[src/rtl/regfile_pkg.sv]
// Shared register-file types and constants.
// Used by the write-back queue and the register file itself.
package regfile_pkg;

  localparam int REG_AW    = 4;
  localparam int REG_DW    = 32;
  localparam int REG_COUNT = 16;

  typedef struct packed {
    logic [REG_AW-1:0] addr;
    logic [REG_DW-1:0] data;
  } wb_entry_t;

endpackage

[src/rtl/regfile_wb_match.sv]
// Youngest-first priority matcher over the pending write-back entries.
// Returns the data of the most recent occupied entry targeting lkAddr.
module regfile_wb_match
  import regfile_pkg::*;
#(
  parameter int DEPTH = 4,
  parameter int AW    = REG_AW,
  parameter int DW    = REG_DW,
  localparam int PW   = $clog2(DEPTH),
  localparam int CW   = PW + 1
) (
  input  wb_entry_t         entries [DEPTH],
  input  logic [CW-1:0]     count,
  input  logic [PW-1:0]     tail,
  input  logic [AW-1:0]     lkAddr,
  output logic              hit,
  output logic [DW-1:0]     data
);

  logic [PW-1:0] idx;

  // Walk oldest to youngest so the youngest match is the last one assigned.
  always_comb begin
    hit  = 1'b0;
    data = '0;
    idx  = '0;
    for (int k = DEPTH - 1; k >= 0; k--) begin
      idx = tail - PW'(k) - PW'(1);
      if ((CW'(k) < count) &&
          (entries[idx].addr == REG_AW'(lkAddr))) begin
        hit  = 1'b1;
        data = DW'(entries[idx].data);
      end
    end
  end

endmodule

[src/rtl/regfile_wb_queue.sv]
// In-order write-back queue driving the register-file write port.
// Optional forwarding lookup built when REGFILE_WB_FWD_EN is defined.
module regfile_wb_queue
  import regfile_pkg::*;
#(
  parameter int DEPTH = 4,
  parameter int AW    = REG_AW,
  parameter int DW    = REG_DW,
  localparam int PW   = $clog2(DEPTH),
  localparam int CW   = PW + 1
) (
  input  logic          clk,
  input  logic          reset,
  input  logic          wbValid,
  output logic          wbReady,
  input  logic [AW-1:0] wbAddr,
  input  logic [DW-1:0] wbData,
  input  logic          wrStall,
  output logic          write,
  output logic [AW-1:0] wrAddr,
  output logic [DW-1:0] wrData,
  input  logic [AW-1:0] lkAddr,
  output logic          lkHit,
  output logic [DW-1:0] lkData,
  output logic [CW-1:0] count
);

  wb_entry_t     mem [DEPTH];
  logic [PW-1:0] head;
  logic [PW-1:0] tail;
  logic [CW-1:0] occ;
  logic          full;
  logic          empty;
  logic          push;
  logic          pop;

  assign full    = (occ == CW'(DEPTH));
  assign empty   = (occ == '0);
  assign wbReady = !full && !reset;
  assign write   = !empty && !wrStall && !reset;
  assign push    = wbValid && wbReady;
  assign pop     = write;
  assign count   = occ;

  assign wrAddr = empty ? '0 : AW'(mem[head].addr);
  assign wrData = empty ? '0 : DW'(mem[head].data);

  // Pointer and occupancy bookkeeping; push and pop may coincide.
  always_ff @(posedge clk) begin
    if (reset) begin
      head <= '0;
      tail <= '0;
      occ  <= '0;
    end else begin
      if (push) tail <= tail + PW'(1);
      if (pop)  head <= head + PW'(1);
      unique case ({push, pop})
        2'b10:   occ <= occ + CW'(1);
        2'b01:   occ <= occ - CW'(1);
        default: occ <= occ;
      endcase
    end
  end

  // Entry storage is left uninitialised; occupancy guards every read.
  always_ff @(posedge clk) begin
    if (push) begin
      mem[tail] <= '{addr: REG_AW'(wbAddr),
                     data: REG_DW'(wbData)};
    end
  end

`ifdef REGFILE_WB_FWD_EN
  logic          matchHit;
  logic [DW-1:0] matchData;

  regfile_wb_match #(
    .DEPTH (DEPTH),
    .AW    (AW),
    .DW    (DW)
  ) uMatch (
    .entries (mem),
    .count   (occ),
    .tail    (tail),
    .lkAddr  (lkAddr),
    .hit     (matchHit),
    .data    (matchData)
  );

  assign lkHit  = matchHit && !reset;
  assign lkData = reset ? '0 : matchData;
`else
  logic lkUnused;

  assign lkUnused = ^lkAddr;
  assign lkHit    = 1'b0;
  assign lkData   = '0;
`endif

endmodule

[config.mk]
export PLATFORM = sky130hd
export DESIGN_NAME = regfile_wb_queue
export DESIGN_NICKNAME = d
export VERILOG_FILES = /design/src/rtl/regfile_pkg.sv /design/src/rtl/regfile_wb_match.sv /design/src/rtl/regfile_wb_queue.sv
export SDC_FILE = /design/constraint.sdc
export NUM_CORES = 1
export LEC_CHECK = 0
export ABC_AREA = 1
export CAP_MARGIN = 10
export CORE_ASPECT_RATIO = 1.4
export CORE_MARGIN = 1.5
export CORE_UTILIZATION = 52
export CTS_CLUSTER_SIZE = 16
export DETAILED_ROUTE_END_ITERATION = 10
export PLACE_DENSITY = 0.8
export SETUP_SLACK_MARGIN = 0.4
export SLEW_MARGIN = 20
export SYNTH_ARGS = -nofsm -noshare
export SYNTH_HDL_FRONTEND = slang
export SYNTH_SLANG_ARGS = --single-unit
[constraint.sdc]
create_clock -name clk -period 4.2 [get_ports clk]
set_clock_uncertainty 0.1 [all_clocks]
set_input_delay 0.84 -clock clk [delete_from_list [all_inputs] [get_ports clk]]
set_output_delay 0.84 -clock clk [all_outputs]
set_load 0.005 [all_outputs]
# After elaboration in Yosys (flattened, before gate mapping)
# Memories as Yosys holds them, arrays and structs flattened. A register that Yosys moved wholly into a read port is not among the register bits.
# Cells that the tools add are included.
# totals
regBits,7
ramBits,144
in_bits,44
output_inout_bits,74
wordCells,28
memories,1
# op_classes
n_addsub,4
eq_ne,3
mux,7
n_reduce_logical,10
# mem_list
memory,depth,width,read_ports,rd_ports_with_merged_regs,wr,line_no,text
mem,4,36,1,1,1,regfile_wb_queue.sv:28,wb_entry_t mem [DEPTH];
# op_table
operator,n
$mux 32,1
$pmux 3 s2,1
$add 2x1->2 const B,2
$logic_and 1x1->1,4
$logic_not 1->1,4
$mux 2,2
$mux 4,1
$add 3x1->3 const B,1
$eq 3x3->1 const B,1
$logic_not 3->1,1
$sub 3x1->3 const B,1
$eq 2x1->1 const B,1
$eq 2x2->1 const B,1
$mux 1,2
$reduce_bool 2->1,1

# Logic depth before layout (Yosys ltp)
# depth
depth_word,6
depth_mapped,13
ltp_nobuf,13

# Least setup slack after synthesis
# Ideal clock, no wire load.
# synth_timing
kind,input to register
from,in reset
to,"mem mem[0][0] in the netlist's numbering, enable pin"
setup_ns,0.429
t_arrival_ns,2.703
required_ns,3.671
setup_slack_ns,0.968
stages,3
n_path_buf,0
path_cell_list,clkinv_1 > nand3_1 > nor2_1
# synth_between
elab_chain_cells,5
# synth_lines
item,line_no,text
"start, declared",regfile_wb_queue.sv:13,"input logic reset,"
$logic_not 1->1,regfile_wb_queue.sv:39,assign wbReady = !full && !reset;
$logic_and 1x1->1,regfile_wb_queue.sv:39,
$logic_and 1x1->1,regfile_wb_queue.sv:41,assign push = wbValid && wbReady;
$mux 1,regfile_wb_queue.sv:67,if (push) begin
$mux 1 (not written as such),regfile_wb_queue.sv:68,"mem[tail] <= '{addr: REG_AW'(wbAddr),"
"end, declared",regfile_wb_queue.sv:28,
# Every way passes these cells.

==> metrics.txt <==
status=finished clean; XOR/XNOR Fraction of Synth Area=0%; Layout area overhead=21.3%; RD Place Congestion=0.763; first-pass GRT wire length=19.8 mm; DP HPWL=7.72 mm; post-synthesis sequential area ratio=71.0%; Worst-Margin Slew=778 ps; Logic pwr share=14.1%; post-route setup TNS=0 ps; vias in the first global route=4,036; Worst R2R Path Depth=13; wire length per cell=16.6 microns; Final Hold Viols=0; ANT nets after route=0; clock root buffer master=clkbuf_16; GRT Overall Usage=21.0%; Crit Path Category=reg2out; Hold Path Class=reg2reg; vias per inst=5.34; total grt overflow=0; internal power=2870 uW; Final nets=660; Setup Slack @ Placement=846 ps; CP Launch Type=flip-flop; # diodes=0; Clock Path Buffers=2; Ys Warns=0; Max FO, Critical Path=40; final period utilization=84.0%; Seq cells post-synth=153; total vias in the final route=4,099; pwr dens=484 mW/mm^2; Yosys cell types=22; fmax=283 MHz; Sw Share=22.8%; initial antenna violation count=0; max-cap violations=0; Final WS setup=670 ps; hold buffer count at CTS=0; sink of the worst hold path=tail[1]; RSZ-0062 raised after global routing=no; top-area cell type share of the netlist area=68.2%; main combinational cell family by area after synthesis=simple AND/OR/NAND/NOR gates; initial core utilization=53.4%; Reg-to-Reg End=count[2]; maximum vdd drop=0.330 mV; fraction of layout cells with a size suffix above 1=7.25%; # rows=47; largest area contributor in the netlist=edfxtp_1; mapped cell area=0.00634 sq mm; R2R setup slack=1680 ps; Hold WS=402 ps; switching power=848 uW; CP Data Required Time=3260 ps; Setup-failing EPs final=0; DRT Wirelength=12.7 mm; CTS tree=built; top cells by area, synth=edfxtp_1 68%, nor2_1 9.1%, o21ai_1 5.3%; Initial DRC Count=327; mux cell area share after synthesis=0%; crit path DAT=2590 ps; Seq pwr share=47.0%; Initial DRT Pass Iterations=5; Multi-input gate area=0.00148 sq mm; CP Capture Type=output pin; Die Ht=134 microns; Core Footprint=0.0119 sq mm; max-slew violation count=0; H-tree levels=4; r2r startpoint=count[2]; die area=0.0129 sq mm; register area=0.00451 sq mm; minimum clock period=3530 ps; Filler cells=849; io pins=118; adder-cell area share of the yosys netlist=1.30%; Gate Count Post-Synth=527; placed cells=738; DRC=0; Synth Area in Simple Gates=10.6%; Synth Area in Compound Gates=9.00%; clk sink count=153; HP Start=tail[1]; Layout Cells excl Fill=768; Clock power frac=38.9%; total CTS buffers=17; WHS Path Cells=2; I/O Buffers=80; syn_area_per_cell=12.0 sq um; Slew HR=48.0%; Worst-path clk slew=50 ps; largest net degree at the start of global routing=73; clk_lat worst skew=400 ps; Leakage=0.00271 uW; die width=96.3 microns
sequential cells by signal (all words and copies together), names as in the netlist, named ones only:
| register | cells |
|---|---|
| mem | 144 |
| head | 2 |
| tail | 2 |
| count | 3 |
cell usage after synthesis, drive strengths merged:
cell	count
ha	5
conb	1
nand2	12
nand3	5
a21oi	40
inv	19
fa	1
nor2	155
clkbuf	4
buf	54
clkinv	1
nand4	2
dfxtp	9
nor3	1
o21ai	74
edfxtp	144
cells by family after synthesis:
group	Yosys count
AND/OR/NAND/NOR	175
flip-flops	153
buffers and inverters	78
other	1
adder cells (fa/ha/maj)	6
AO/OA/AOI/OAI	114
per-stage QoR:
| stage | util [%] | total power, uW | instance area [sq um] |
|---|---|---|---|
| after floorplan | - | 2070 | 6460 |
| after global placement | 60.0 | 2280 | 7130 |
| after detailed placement | 60.0 | 2310 | 7130 |
| after CTS | 64.7 | 3740 | 7690 |
| after global routing | 64.8 | 3860 | 7690 |
| final | 64.8 | 3720 | 7690 |
placed cells by master (no fill, tap or decap), types with 3 or more instances in the layout:
master / Yosys / routed
o21ai_1: 67 / 67
dfxtp_1: 9 / 7
nor2_4: 0 / 4
bufinv_16: 0 / 3
clkdlybuf4s50_1: 0 / 80
o21ai_0: 7 / 7
clkinv_2: 0 / 3
clkinv_1: 1 / 4
nand3_1: 5 / 5
buf_4: 40 / 10
nor2_1: 154 / 150
edfxtp_1: 144 / 144
a21oi_1: 40 / 40
ha_1: 5 / 5
clkbuf_16: 0 / 17
inv_1: 16 / 16
conb_1: 1 / 33
nand2_1: 12 / 12
per-layer routing:
layer / up-vias / part of all wire (%) / GRT usage, %
li1: 1923 / - / -
met1: 1993 / 38 / 25.4
met2: 172 / 54 / 35.9
met3: 11 / 6.6 / 4.68
met4: 0 / 1.4 / 8.78
met5: - / 0 / 0
area by class of cell:
type / count / area share [%]
sequential: 153 / 58.6
multi-input combinational: 328 / 19.2
timing repair buffer: 90 / 11.4
clock buffer: 19 / 5.63
tap: 147 / 2.39
clock inverter: 11 / 1.71
inverter: 20 / 1.04
power by group through the flow:
| stage | clock (uW) | sequential (uW) | combinational, uW |
|---|---|---|---|
| 6_report | 1450 | 1750 | 524 |
| 3_5_place_dp | 0 | 1780 | 524 |
| 4_1_cts | 1460 | 1750 | 528 |
| 3_3_place_gp | 0 | 1780 | 507 |
| 2_1_floorplan | 0 | 1760 | 308 |
| 5_1_grt | 1520 | 1750 | 579 |
worst max-delay path, stage by stage (launching register included):
cell	delay, ps
dfxtp_4	590
buf_4	460
nor2_1	100
nor2_1	120
o21ai_0	120
a21oi_1	240
clkdlybuf4s50_1	540
worst max path at each step:
stage                    from    endpoint  slack [ps]  depth (start not counted)
finish              flip-flop  wrData[10]         670                          6
global route        flip-flop   wrData[9]         490                          6
CTS                 flip-flop  wrData[10]         410                          6
detailed placement  flip-flop  wrData[10]         850                          6
global placement        reset    count[2]         890                         12
floorplan               reset   mem[0][0]         970                          3
timing repair:
item                                    4_1_cts  5_1_grt
setup buffers                                 0        0
endpoints found under the setup margin        0       18
gates resized for setup                       0        1
(Power assumes the default switching activity.)
